<file path="config.mk">
export PLATFORM = sky130hd
export DESIGN_NAME = mxint_block_accum_flat
export DESIGN_NICKNAME = d
export VERILOG_FILES = /design/src/rtl/mx_pkg.sv /design/src/rtl/mxint_block_accum_if.sv /design/src/rtl/mxint_normalize.sv /design/src/rtl/mxint_block_accum.sv /design/src/flat_wrapper.sv
export SDC_FILE = /design/constraint.sdc
export NUM_CORES = 1
export LEC_CHECK = 0
export ABC_AREA = 1
export BUFFER_PORTS_ARGS = -buffer_cell sky130_fd_sc_hd__clkbuf_2
export CORE_UTILIZATION = 40
export CTS_CLUSTER_DIAMETER = 60
export DETAILED_ROUTE_END_ITERATION = 10
export GPL_ROUTABILITY_DRIVEN = 0
export GPL_TIMING_DRIVEN = 0
export PLACE_DENSITY = 0.69
export SLEW_MARGIN = 20
export SYNTH_ARGS = -nofsm -noshare
export SYNTH_HDL_FRONTEND = slang
export SYNTH_HIERARCHICAL = 1
export SYNTH_SLANG_ARGS = --single-unit
export TNS_END_PERCENT = 100
</file>
<file path="constraint.sdc">
create_clock -name i_clk -period 4 [get_ports i_clk]
set_input_delay 0.4 -clock i_clk [delete_from_list [all_inputs] [get_ports i_clk]]
set_output_delay 0.4 -clock i_clk [all_outputs]
set_load 0.005 [all_outputs]
</file>
<file path="src/rtl/mx_pkg.sv">
`default_nettype none
// ============================================================================
// Module      : mx_pkg
// Description : Shared types and constants for the MX-integer block
//               accumulator: FSM state encoding, IEEE-754 single-precision
//               field constants and the E8M0 scale encoding.
// Revision    : 1.0 - initial release
// ============================================================================
package mx_pkg;

    typedef enum logic [1:0] {
        ST_IDLE  = 2'd0,
        ST_ACCUM = 2'd1,
        ST_NORM  = 2'd2,
        ST_OUT   = 2'd3
    } state_e;

    // IEEE-754 binary32 field layout
    localparam int          F32_WIDTH    = 32;
    localparam int          F32_MANT_W   = 23;
    localparam int          F32_EXP_W    = 8;
    localparam logic [7:0]  F32_EXP_ALL1 = 8'hFF;
    localparam logic [31:0] QNAN         = 32'h7FC0_0000;

    // E8M0 shared scale; the all-ones code is reserved for NaN
    localparam int          SCALE_WIDTH  = 8;
    localparam logic [7:0]  SCALE_NAN    = 8'hFF;
    localparam int          EXP_MAX      = 255;

endpackage
`default_nettype wire

</file>
<file path="src/rtl/mxint_block_accum_if.sv">
`default_nettype none
// ============================================================================
// Module      : mxint_block_accum_if
// Description : Stream bundle between a block producer and the accumulator.
//               Input side : i_valid / o_ready, i_scale, i_elements
//               Output side: o_valid / i_ready, o_float32, o_overflow,
//                            o_underflow
//               slave  modport : the accumulator
//               master modport : the producer/consumer driving it
// Revision    : 1.0 - initial release
// ============================================================================
interface mxint_block_accum_if #(
    parameter int ELEM_WIDTH = 8,
    parameter int LANES      = 4
);
    logic                          i_valid;
    logic                          o_ready;
    logic [7:0]                    i_scale;
    logic [LANES*ELEM_WIDTH-1:0]   i_elements;
    logic                          o_valid;
    logic                          i_ready;
    logic [31:0]                   o_float32;
    logic                          o_overflow;
    logic                          o_underflow;

    modport slave (
        input  i_valid, i_scale, i_elements, i_ready,
        output o_ready, o_valid, o_float32, o_overflow, o_underflow
    );

    modport master (
        output i_valid, i_scale, i_elements, i_ready,
        input  o_ready, o_valid, o_float32, o_overflow, o_underflow
    );
endinterface
`default_nettype wire

</file>
<file path="src/rtl/mxint_normalize.sv">
`default_nettype none
// ============================================================================
// Module      : mxint_normalize
// Description : Combinational conversion of a signed block sum plus E8M0
//               scale into IEEE-754 single precision. Leading-one detect,
//               left-justify, round-to-nearest-even, special cases.
//   i_acc       : signed block sum, ACC_W bits
//   i_scale     : latched shared scale
//   o_float32   : binary32 result
//   o_overflow  : result saturated to infinity
//   o_underflow : nonzero sum flushed to zero
// Revision    : 1.0 - initial release
// ============================================================================
module mxint_normalize
    import mx_pkg::*;
#(
    parameter int ELEM_WIDTH = 8,
    parameter int ACC_W      = 13
) (
    input  wire [ACC_W-1:0]       i_acc,
    input  wire [SCALE_WIDTH-1:0] i_scale,
    output logic [31:0]           o_float32,
    output logic                  o_overflow,
    output logic                  o_underflow
);
    // Magnitude placed above 24 zero bits so guard/sticky always exist
    localparam int         NW      = ACC_W + F32_MANT_W + 1;
    localparam logic [4:0] TOP_POS = 5'(ACC_W - 1);

    logic                    w_sign;
    logic [ACC_W-1:0]        w_mag;
    logic [4:0]              w_pos;
    logic [NW-1:0]           w_norm;
    logic [F32_MANT_W-1:0]   w_mant;
    logic                    w_guard;
    logic                    w_sticky;
    logic                    w_round_up;
    logic [F32_MANT_W:0]     w_mant_r;
    logic signed [11:0]      w_exp;
    logic                    w_is_zero;

    assign w_sign = i_acc[ACC_W-1];
    // The most negative sum maps to 2^(ACC_W-1), which still fits unsigned
    assign w_mag  = w_sign ? (~i_acc + 1'b1) : i_acc;

    always_comb begin
        w_pos = '0;
        for (int i = 0; i < ACC_W; i++) begin
            if (w_mag[i]) begin
                w_pos = 5'(i);
            end
        end
    end

    // Leading one lands in the MSB; a zero sum leaves the MSB clear
    assign w_norm     = {w_mag, {(F32_MANT_W + 1){1'b0}}} << (TOP_POS - w_pos);
    assign w_is_zero  = ~w_norm[NW-1];
    assign w_mant     = w_norm[NW-2 -: F32_MANT_W];
    assign w_guard    = w_norm[NW-2-F32_MANT_W];
    assign w_sticky   = |w_norm[NW-3-F32_MANT_W:0];
    assign w_round_up = w_guard & (w_sticky | w_mant[0]);
    assign w_mant_r   = {1'b0, w_mant} + {{F32_MANT_W{1'b0}}, w_round_up};

    // Mantissa carry out leaves the fraction all-zero and bumps the exponent
    assign w_exp = $signed(12'(i_scale) + 12'(w_pos) + 12'(w_mant_r[F32_MANT_W])
                           - 12'(ELEM_WIDTH - 2));

    always_comb begin
        o_float32   = {w_sign, w_exp[F32_EXP_W-1:0], w_mant_r[F32_MANT_W-1:0]};
        o_overflow  = 1'b0;
        o_underflow = 1'b0;
        if (i_scale == SCALE_NAN) begin
            o_float32 = QNAN;
        end else if (w_is_zero) begin
            o_float32 = '0;
        end else if (w_exp >= $signed(12'(EXP_MAX))) begin
            o_float32  = {w_sign, F32_EXP_ALL1, {F32_MANT_W{1'b0}}};
            o_overflow = 1'b1;
        end else if (w_exp <= $signed(12'd0)) begin
            o_float32   = {w_sign, {(F32_WIDTH-1){1'b0}}};
            o_underflow = 1'b1;
        end
    end

endmodule
`default_nettype wire

</file>
<file path="src/rtl/mxint_block_accum.sv">
`default_nettype none
// ============================================================================
// Module      : mxint_block_accum
// Description : Accumulates one MX-integer block (BLOCK_SIZE elements, LANES
//               per beat, one shared E8M0 scale) and emits its sum as an
//               IEEE-754 single with overflow/underflow flags.
//   i_clk   : clock, rising edge
//   i_rst_n : asynchronous active-low reset
//   bus     : stream bundle (slave side), see mxint_block_accum_if
// Revision    : 1.0 - initial release
// ============================================================================
module mxint_block_accum
    import mx_pkg::*;
#(
    parameter int ELEM_WIDTH = 8,
    parameter int BLOCK_SIZE = 32,
    parameter int LANES      = 4
) (
    input  wire                 i_clk,
    input  wire                 i_rst_n,
    mxint_block_accum_if.slave  bus
);
    localparam int BEATS = BLOCK_SIZE / LANES;
    localparam int ACC_W = ELEM_WIDTH + $clog2(BLOCK_SIZE);
    localparam int CNT_W = (BEATS > 1) ? $clog2(BEATS) : 1;

    state_e                    state_q, state_d;
    logic signed [ACC_W-1:0]   acc_q, acc_d;
    logic [CNT_W-1:0]          cnt_q, cnt_d;
    logic [SCALE_WIDTH-1:0]    scale_q, scale_d;
    logic                      valid_q, valid_d;
    logic [31:0]               float_q, float_d;
    logic                      ovf_q, ovf_d;
    logic                      udf_q, udf_d;

    logic signed [ACC_W-1:0]   w_lane_sum;
    logic                      w_ready;
    logic                      w_take;
    logic [31:0]               w_norm_float;
    logic                      w_norm_ovf;
    logic                      w_norm_udf;

    always_comb begin
        w_lane_sum = '0;
        for (int l = 0; l < LANES; l++) begin
            w_lane_sum = w_lane_sum
                       + ACC_W'($signed(bus.i_elements[l*ELEM_WIDTH +: ELEM_WIDTH]));
        end
    end

    assign w_ready = (state_q == ST_IDLE) || (state_q == ST_ACCUM);
    assign w_take  = bus.i_valid & w_ready;

    mxint_normalize #(
        .ELEM_WIDTH (ELEM_WIDTH),
        .ACC_W      (ACC_W)
    ) u_normalize (
        .i_acc       (acc_q),
        .i_scale     (scale_q),
        .o_float32   (w_norm_float),
        .o_overflow  (w_norm_ovf),
        .o_underflow (w_norm_udf)
    );

    always_comb begin
        state_d = state_q;
        acc_d   = acc_q;
        cnt_d   = cnt_q;
        scale_d = scale_q;
        valid_d = valid_q;
        float_d = float_q;
        ovf_d   = ovf_q;
        udf_d   = udf_q;
        case (state_q)
            ST_IDLE: begin
                if (w_take) begin
                    // First beat replaces whatever a previous block left
                    acc_d   = w_lane_sum;
                    scale_d = bus.i_scale;
                    if (BEATS == 1) begin
                        cnt_d   = '0;
                        state_d = ST_NORM;
                    end else begin
                        cnt_d   = CNT_W'(1);
                        state_d = ST_ACCUM;
                    end
                end
            end
            ST_ACCUM: begin
                if (w_take) begin
                    acc_d = acc_q + w_lane_sum;
                    if (cnt_q == CNT_W'(BEATS - 1)) begin
                        cnt_d   = '0;
                        state_d = ST_NORM;
                    end else begin
                        cnt_d = cnt_q + 1'b1;
                    end
                end
            end
            ST_NORM: begin
                float_d = w_norm_float;
                ovf_d   = w_norm_ovf;
                udf_d   = w_norm_udf;
                valid_d = 1'b1;
                state_d = ST_OUT;
            end
            ST_OUT: begin
                if (bus.i_ready) begin
                    valid_d = 1'b0;
                    state_d = ST_IDLE;
                end
            end
            default: state_d = ST_IDLE;
        endcase
    end

    always_ff @(posedge i_clk or negedge i_rst_n) begin
        if (!i_rst_n) begin
            state_q <= ST_IDLE;
            acc_q   <= '0;
            cnt_q   <= '0;
            scale_q <= '0;
            valid_q <= 1'b0;
            float_q <= '0;
            ovf_q   <= 1'b0;
            udf_q   <= 1'b0;
        end else begin
            state_q <= state_d;
            acc_q   <= acc_d;
            cnt_q   <= cnt_d;
            scale_q <= scale_d;
            valid_q <= valid_d;
            float_q <= float_d;
            ovf_q   <= ovf_d;
            udf_q   <= udf_d;
        end
    end

    assign bus.o_ready     = w_ready;
    assign bus.o_valid     = valid_q;
    assign bus.o_float32   = float_q;
    assign bus.o_overflow  = ovf_q;
    assign bus.o_underflow = udf_q;

endmodule
`default_nettype wire

</file>
<file path="src/flat_wrapper.sv">
// flat-port wrapper written by rule: the top's interface ports become plain ports
module mxint_block_accum_flat import mx_pkg::*;
#(
    parameter int ELEM_WIDTH = 8,
    parameter int BLOCK_SIZE = 32,
    parameter int LANES      = 4
)
  (i_clk, i_rst_n, bus_i_valid, bus_i_scale, bus_i_elements, bus_i_ready, bus_o_ready, bus_o_valid, bus_o_float32, bus_o_overflow, bus_o_underflow);
  mxint_block_accum_if #(.ELEM_WIDTH(ELEM_WIDTH), .LANES(LANES)) bus_i ();
  input  wire i_clk;
  input  wire i_rst_n;
  input wire logic [$bits(bus_i.i_valid)-1:0] bus_i_valid;
  input wire logic [$bits(bus_i.i_scale)-1:0] bus_i_scale;
  input wire logic [$bits(bus_i.i_elements)-1:0] bus_i_elements;
  input wire logic [$bits(bus_i.i_ready)-1:0] bus_i_ready;
  output wire logic [$bits(bus_i.o_ready)-1:0] bus_o_ready;
  output wire logic [$bits(bus_i.o_valid)-1:0] bus_o_valid;
  output wire logic [$bits(bus_i.o_float32)-1:0] bus_o_float32;
  output wire logic [$bits(bus_i.o_overflow)-1:0] bus_o_overflow;
  output wire logic [$bits(bus_i.o_underflow)-1:0] bus_o_underflow;
  assign bus_i.i_valid = bus_i_valid;
  assign bus_i.i_scale = bus_i_scale;
  assign bus_i.i_elements = bus_i_elements;
  assign bus_i.i_ready = bus_i_ready;
  assign bus_o_ready = bus_i.o_ready;
  assign bus_o_valid = bus_i.o_valid;
  assign bus_o_float32 = bus_i.o_float32;
  assign bus_o_overflow = bus_i.o_overflow;
  assign bus_o_underflow = bus_i.o_underflow;
  mxint_block_accum #(.ELEM_WIDTH(ELEM_WIDTH), .BLOCK_SIZE(BLOCK_SIZE), .LANES(LANES)) u_core (.i_clk(i_clk), .i_rst_n(i_rst_n), .bus(bus_i));
endmodule
</file>
# Word level (Yosys, flattened, before mapping)

Index checks and enable logic that the tools add are counted.

$add $sub $neg: 11
Equality and inequality tests: 9
Order comparisons: 2
Reduce and logical (&&, ||, !) cells: 9
Bitwise operators: 4
Shift operators: 1
Muxes and demuxes: 38

Operators with widths:

| operator                                                        | count |
|---|---|
| two-way mux 32 bit                                              | 2 |
| two-way mux 31 bit                                              | 2 |
| two-way mux 5 bit                                               | 11 |
| two-way mux 13 bit                                              | 3 |
| left shift 37 x 5 -> 37 bit                                     | 1 |
| case mux 13 bit (2 select lines)                                | 1 |
| adder 23 x 1 -> 24 bit                                          | 1 |
| adder 13 x 1 -> 13 bit, second input constant                   | 1 |
| adder 13 bit                                                    | 1 |
| adder 13 x 8 -> 13 bit                                          | 1 |
| NOT 13 bit                                                      | 1 |
| OR reduction 12 bit                                             | 1 |
| >= comparator 11 x 9 -> 1 bit, second input constant            | 1 |
| less-or-equal comparator 11 x 1 -> 1 bit, second input constant | 1 |
| subtractor 10 x 3 -> 11 bit, second input constant              | 1 |
| adder 9 x 1 -> 10 bit                                           | 1 |
| adder 9 x 8 -> 10 bit                                           | 1 |
| adder 8 x 5 -> 9 bit                                            | 1 |
| adder 8 x 8 -> 9 bit                                            | 1 |
| two-way mux 1 bit                                               | 9 |
| two-way mux 3 bit                                               | 3 |
| == test 8 bit, second input constant                            | 1 |
| two-way mux 2 bit                                               | 4 |
| case mux 2 bit (4 select lines)                                 | 1 |
| other kinds (17)                                                | 23 |

Word-level logic and storage cells: 82
Flip-flop bits (word level): 61

# Logic depth before layout (Yosys ltp)

Gate-level depths: netlist (run 1).

Depth in word-level cells: 28
Depth in mapped cells: 35
Gate-level depth less buffers: 34

# Hierarchy

Netlist (run 1), hierarchy kept.

Modules (own cells, without submodules):

| module            | area an instance (um^2) | cells each | times used |
|---|---|---|---|
| mxint_block_accum | 4050.1                  | 439        | 1 |
| mxint_normalize   | 2087.0                  | 351        | 1 |

# Least setup slack after synthesis (run 1)

OpenSTA, ideal clock, no wires.

Kind: register to register
From: reg u_core.acc_q[0]
To: reg u_core.float_q[18], in the netlist u_core/bus.o_float32[18]
Stages on the path, launching flop included: 34
Slack: -183 ps
Library setup time: 125 ps
Clock period less this slack: 4183 ps
Path buffers: 1
Arrival: 4058 ps
Cell sequence: dfrtp_1 -> inv_1 -> ha_1 -> nand3_2 -> inv_2 -> nand2_1 -> nand2_1 -> nand2_1 -> nand2_2 -> inv_1 -> nand2_1 -> nand2_1 -> nand2_1 -> nand2_2 -> nand2_4 -> nand2_4 -> buf_8 -> ha_1 -> ha_1 -> fa_1 -> nand3_1 -> nand2_1 -> nand2_1 -> nand2_1 -> a21oi_2 -> xor2_1 -> nand4_1 -> nand2_1 -> inv_1 -> nand3_1 -> nor2_1 -> nand3_4 -> nor2_1 -> mux2_2

Cells in the longest elaborated chain, start to end: 28
Elaborated cells between the ends (all ways): 30
Classes of those cells: add/sub (6); order compare (2); shift (1); mux (17); bitwise (3); reduce/logical (1)

RTL lines:

| item                                     | RTL line                 | text |
|---|---|---|
| start, declared                          | mxint_block_accum.sv:28  | `logic signed [ACC_W-1:0] acc_q, acc_d;` |
| start signal, assigned                   | mxint_block_accum.sv:120 | `acc_q <= '0;` |
| start signal, assigned                   | mxint_block_accum.sv:129 | `acc_q <= acc_d;` |
| NOT 13 bit                               | mxint_normalize.sv:44    | `assign w_mag = w_sign ? (~i_acc + 1'b1) : i_acc;` |
| adder 13 x 1 -> 13 bit                   | mxint_normalize.sv:44    |  |
| two-way mux 13 bit *                     | mxint_normalize.sv:44    |  |
| two-way mux 1 bit                        | mxint_normalize.sv:49    | `if (w_mag[i]) begin` |
| two-way mux 5 bit (11 in a row)          | mxint_normalize.sv:49    |  |
| subtractor 4 x 5 -> 5 bit                | mxint_normalize.sv:56    | `assign w_norm = {w_mag, {(F32_MANT_W + 1){1'b0}}} << (TOP_POS - w_pos);` |
| left shift 37 x 5 -> 37 bit              | mxint_normalize.sv:56    |  |
| OR reduction 12 bit                      | mxint_normalize.sv:60    | `assign w_sticky = \|w_norm[NW-3-F32_MANT_W:0];` |
| [3 not listed]                           | n/a                      |  |
| adder 9 x 1 -> 10 bit                    | mxint_normalize.sv:65    | `assign w_exp = $signed(12'(i_scale) + 12'(w_pos) + 12'(w_mant_r[F32_MANT_W])` |
| subtractor 10 x 3 -> 11 bit              | mxint_normalize.sv:66    | `- 12'(ELEM_WIDTH - 2));` |
| less-or-equal comparator 11 x 1 -> 1 bit | mxint_normalize.sv:79    | `end else if (w_exp <= $signed(12'd0)) begin` |
| two-way mux 31 bit                       | mxint_normalize.sv:79    |  |
| two-way mux 31 bit                       | mxint_normalize.sv:76    | `end else if (w_exp >= $signed(12'(EXP_MAX))) begin` |
| two-way mux 32 bit *                     | mxint_normalize.sv:74    | `end else if (w_is_zero) begin` |
| two-way mux 32 bit *                     | mxint_normalize.sv:72    | `if (i_scale == SCALE_NAN) begin` |
| net u_core.w_norm_float[18]              | mxint_block_accum.sv:39  | `logic [31:0] w_norm_float;` |
| end signal, assigned                     | mxint_block_accum.sv:133 | `float_q <= float_d;` |
| end, declared                            | mxint_block_accum.sv:32  | `logic [31:0] float_q, float_d;` |

The timed path passes the listed nets; every way through them passes the cells marked *.
A chain may end at the register's enable or synchronous reset.

# Worst setup path after layout (run 1)

From: reg u_core.acc_q[0]
To: reg u_core.float_q[25], in the netlist u_core/bus.o_float32[25]

Same word-level chain as after synthesis.

==> results of run 1 <==
path summary, 6_finish.rpt:
check,to,slack (ps)
worst max-delay path,u_core/bus.o_float32[25],-160
worst min-delay path,u_core/scale_q[6],7
min in group i_clk,u_core/bus.o_valid,290
max in group asynchronous,u_core/bus.o_float32[3],3470
worst max register to register,u_core/bus.o_float32[25],-160
worst min register to register,u_core/cnt_q[2],490
through the flow:
stage          TNS, ps  setup WS, ps  utilization (%)  std cells  cell area, um^2
4_1_cts          -50.6         -8.74             51.2       1115             7550
3_5_place_dp    -12560          -634             46.4       1064             6850
5_1_grt          -6030          -347             52.8       1121             7780
6_report         -2240          -163             52.8       1121             7780
2_1_floorplan        0          19.9                -        800             6200
3_3_place_gp    -11120          -578             46.3       1063             6830
flip-flops by register name, indices dropped and copies added (netlist names):
signal                  count
u_core/bus.o_float32       32
u_core/acc_q               13
u_core/scale_q              8
u_core/cnt_q                3
u_core/state_q              2
u_core/bus.o_overflow       1
u_core/bus.o_underflow      1
u_core/bus.o_valid          1
cell usage in the layout (no fill, tap or decap), drive strengths merged, types with 4 or more instances in the layout:
cell and instances:
a21oi 34, a31oi 4, buf 64, clkbuf 91
clkinv 4, conb 11, dfrtp 61, fa 19
ha 46, inv 125, mux2 42, nand2 216
nand3 82, nand3b 5, nand4 7, nor2 60
nor3 5, o21ai 25, xnor2 7, xor2 11
cells by family after synthesis:
kind of cell / count (synthesis) / share of synthesized area, %
other: 1 / 0.0611
AOI/OAI and AO/OA: 71 / 6.77
xor gates and xnor gates: 18 / 3.18
muxes: 42 / 7.71
adders and majority gates: 65 / 15.6
and+or+nand+nor: 380 / 30.6
DFF: 61 / 24.9
buffers and inverters: 152 / 11.2
layer usage:
metal,GRT usage [%],vias to the layer above
met5,0,-
met1,21.6,2602
li1,-,2793
met3,2.89,29
met2,34.2,133
met4,6.59,0
final cells by class:
cell class	instances	area share (%)
Multi-Input combinational cell	588	55.4
Sequential cell	61	19.7
Timing Repair Buffer	121	9.42
Inverter	127	6.33
Tap cell	184	2.96
Clock buffer	10	2.94
Buffer	24	2.38
Clock inverter	6	0.820
what timing repair did:
| item | in CTS | in global routing |
|---|---|---|
| pin swaps | 25 | 32 |
| endpoints found under the setup margin | 22 | 25 |
| setup buffers | 36 | 7 |
| resized for setup | 34 | 47 |
| cloned | 1 | 0 |
| hold endpoints to repair | 0 | 0 |
==> results.json, run 1 <==
{
  "hold_buffers": 0,
  "areaGrowthSynthToFinish_pct": 26.9,
  "wl_met1_mm": 6.10,
  "dp_hpwl_mm": 10.3,
  "num_antenna_cells": 0,
  "first_pass_iters": 5,
  "cp_top_family": "simple AND/OR/NAND/NOR gates",
  "setup_violations": 20,
  "clock_skew_ps": 9.17,
  "clkSinkCount": 61,
  "coreArea_um2": 14800,
  "final_nets": 1041,
  "startpoint": "u_core/acc_q[0]",
  "synth.top_cell.area_share_pct": 24.9,
  "grt_overflow": 0,
  "fin_ws_ps": -163,
  "clk_pin_slew_ps": 60,
  "hold_slack_ps": 6.75,
  "worst_setup_path_end_kind": "register",
  "clk_latency_ps": 330,
  "hold_viol": 0,
  "ys_warn_count": 6,
  "die_area_um2": 15800,
  "drt-total-wl_mm": 14.3,
  "highest_layer": "met4",
  "row_count": 44,
  "synth-main-ff-cell": "dfrtp_1",
  "timing.rr.start": "u_core/acc_q[0]",
  "path_max_fanout": 4,
  "die_height_um": 126,
  "status": "finished, violations left",
  "violations": "negative setup slack",
  "postRouteAntennaNets": 0,
  "cts_htree_levels": 3,
  "synth_area_per_cell_um2": 7.77,
  "grt_util_all_layers_pct": 18.5,
  "multi_input_area_um2": 4320,
  "die_w_um": 126,
  "synth.distinct_cells": 50,
  "num_io_pins": 80,
  "period_minus_slack_ps": 4160,
  "cap_violations": 0,
  "cp-start-kind": "register",
  "regArea_um2": 1530,
  "fmax_mhz": 240,
  "worstPathArrival_ps": 4370,
  "cts_root_buf": "clkbuf_16",
  "cp_slowest_cell": "dfrtp_2",
  "yosysSeqAreaShare_pct": 24.9,
  "cts_tree": "yes",
  "critPathKind": "register to register",
  "yosysTopAreaCell": "dfrtp_1",
  "cpPeakStageDelay_ps": 410,
  "grt_pass1_wl_mm": 24.2,
  "min_period_over_period_pct": 104,
  "post-synth-top-count-cell": "nand2_1",
  "numCtsBuffers": 9,
  "detail_route.wl_per_cell_um": 12.8,
  "maxSlewViolCount": 0,
  "viasPerCell": 4.96,
  "fillCellCount": 1345,
  "drive_gt1_share_pct": 36.3,
  "async_flop_share_pct": 100,
  "clockBufferDepth": 2,
  "rsz0062_at_grt": "true",
  "met3WireLength_um": 491,
  "grt_pass1_vias": 5465,
  "port_buffers": 79,
  "netlist_area_um2": 6140,
  "start_util_pct": 41.6,
  "cp_num_buf_inv": 4,
  "grt_antenna_before_repair": 0,
  "synthCells": 790,
  "cp_data_required_time_ps": 4210,
  "cp_num_cells": 27,
  "worstRegToRegCells": 27,
  "drc_errors": 0,
  "vias": 5557,
  "ys_ff_latch": 61,
  "crit_top_cell": "nand2_2",
  "synth_edf_count": 0,
  "hold_class": "input port to async pin",
  "wl_met2_mm": 7.43,
  "synth_common_cells": "182 x nand2_1, 111 x inv_1, 70 x nand3_1",
  "grt_max_degree": 39,
  "drtIter0Drc": 337,
  "yosys-top-cells-area": "dfrtp_1 25%, nand2_1 11%, ha_1 9.4%, mux2_2 7.7%, inv_1 6.8%"
}
Power of run 1 is left out: the tool's default activity adds up to more than one toggle a clock period on the data nets, which glitch-free logic cannot reach.
==> run 2, diff against run 1 <==
Settings changed: CORE_ASPECT_RATIO from default to 0.8, PLACE_DENSITY 0.69 to 0.59.
Clock period 4 ns to 3.7 ns, I/O delays scaled along.
==> results.json, run 2 (synthesis results as in run 1) <==
{
  "hold_buffers": 0,
  "vias": 5536,
  "largest_register_ffs": 32,
  "fin_cells": 1142,
  "dp.cells": 1069,
  "grt_overflow": 0,
  "cap_violations": 0,
  "cts_root_buf": "clkbuf_16",
  "final_nets": 1057,
  "final_cell_mix": "159 x nand2_1, 101 x inv_1, 77 x clkbuf_2",
  "die_height_um": 113,
  "port_buffers": 79,
  "endpoint": "u_core/bus.o_float32[12]",
  "final_common_cell": "nand2_1",
  "coreArea_um2": 15000,
  "row_count": 40,
  "drc_errors": 0,
  "fin_ws_ps": -509,
  "drtIter0Drc": 274,
  "startpoint": "u_core/acc_q[7]",
  "maxSlewViolCount": 0,
  "die_w_um": 140,
  "detail_route.wl_per_cell_um": 12.8,
  "min_period_over_period_pct": 114,
  "clkSinkCount": 61,
  "cts_tree": "yes",
  "start_util_pct": 40.9,
  "hold_viol": 0,
  "clk_pin_slew_ps": 50,
  "period_minus_slack_ps": 4210,
  "clockBufferDepth": 2,
  "grt_max_degree": 32,
  "violations": "negative setup slack",
  "grt_antenna_before_repair": 0,
  "cts_htree_levels": 3,
  "num_io_pins": 80,
  "numCtsBuffers": 9,
  "worstReg2RegEnd": "u_core/bus.o_float32[12]",
  "r2r_slack_ps": -510,
  "dp_hpwl_mm": 10.8,
  "drt-total-wl_mm": 14.7,
  "critPathKind": "register to register",
  "postRouteAntennaNets": 0,
  "hold_slack_ps": 6.00,
  "drive_gt1_share_pct": 41.3,
  "num_antenna_cells": 0,
  "worstPathArrival_ps": 4480,
  "final_core_util_pct": 54.1,
  "rsz0062_at_grt": "true",
  "die_area_um2": 15800,
  "status": "finished, violations left",
  "grt_util_all_layers_pct": 18.7,
  "grt_pass1_vias": 5016,
  "path_max_fanout": 7,
  "viasPerCell": 4.85,
  "grt_pass1_wl_mm": 23.9,
  "fmax_mhz": 238,
  "cp-start-kind": "register",
  "clock_skew_ps": 4.86,
  "first_pass_iters": 5,
  "areaGrowthSynthToFinish_pct": 32.4,
  "setup_violations": 22,
  "worstRegToRegCells": 27,
  "clk_latency_ps": 330,
  "cp_data_required_time_ps": 3970,
  "worst_setup_path_end_kind": "register",
  "timing.rr.start": "u_core/acc_q[7]",
  "hold_class": "input port to async pin"
}
run 2: changes by cell type in the layout (fill, tap and decap cells not counted), sizes merged:
cell	change
nand2	+1
clkinvlp	+1
buf	+16
clkbuf	-1
clkinv	-1
run 2: how the worst min path moves through the flow:
stage                         start         endpoint
finish                      i_rst_n  u_core/acc_q[1]
CTS                         i_rst_n  u_core/acc_q[1]
detailed placement          i_rst_n  u_core/acc_q[1]
floorplan                   i_rst_n  u_core/acc_q[0]
global placement    u_core/cnt_q[1]  u_core/cnt_q[1]
global route                i_rst_n  u_core/acc_q[1]
run 2: per-layer routing:
| metal | up-vias | wire length (um) | track usage, % |
|---|---|---|---|
| li1 | 2836 | - | - |
| met4 | 0 | 55 | 3.12 |
| met2 | 112 | 6170 | 27.2 |
| met5 | - | 0 | 0 |
| met3 | 9 | 774 | 4.06 |
| met1 | 2579 | 7660 | 28.5 |
run 2: what timing repair did:
item,in CTS,in global routing
pin swaps,23,40
cloned,2,0
buffers inserted,22,33
endpoints found under the hold margin,0,0
gates resized for setup,31,94
endpoints found under the setup margin,26,29
run 2: cell type report:
type                    instances  area (um^2)
flip-flops and latches         61         1530
clock inverters                 6         62.6
well taps                     189          236
plain buffers                  25          200
repair buffers                135          856
multi-input cells             589         4510
clock buffers                  10          239
inverters                     127          493
fillers                      1418         6890
run 2: metrics by stage:
step / TNS, ps / worst slack (ps) / cell area [um^2]
floorplan: -2760 / -174 / 6260
global placement: -17770 / -808 / 6890
detailed placement: -16320 / -744 / 6910
CTS: -7050 / -382 / 7520
global route: -14550 / -719 / 8130
finish: -9890 / -509 / 8130
run 2: worst max-delay path: stages (launching register included):
cell	delay (ps)
dfrtp_1	460
inv_2	130
nand2_1	100
nor2_4	160
nand3_4	110
nor4_4	290
inv_2	160
nand2_4	110
nand2_4	60
buf_8	120
ha_4	150
ha_4	150
fa_2	350
nand3_2	80
nand2_1	70
nand2_2	80
nand2_2	70
a21oi_4	170
xor2_2	210
nor2_1	70
nand3_1	130
nand3_4	110
nand2_4	120
nand3_4	110
nor2_4	120
nand3_4	150
nor2_2	150
mux2_2	150
Power of run 2 is left out for the same reason.
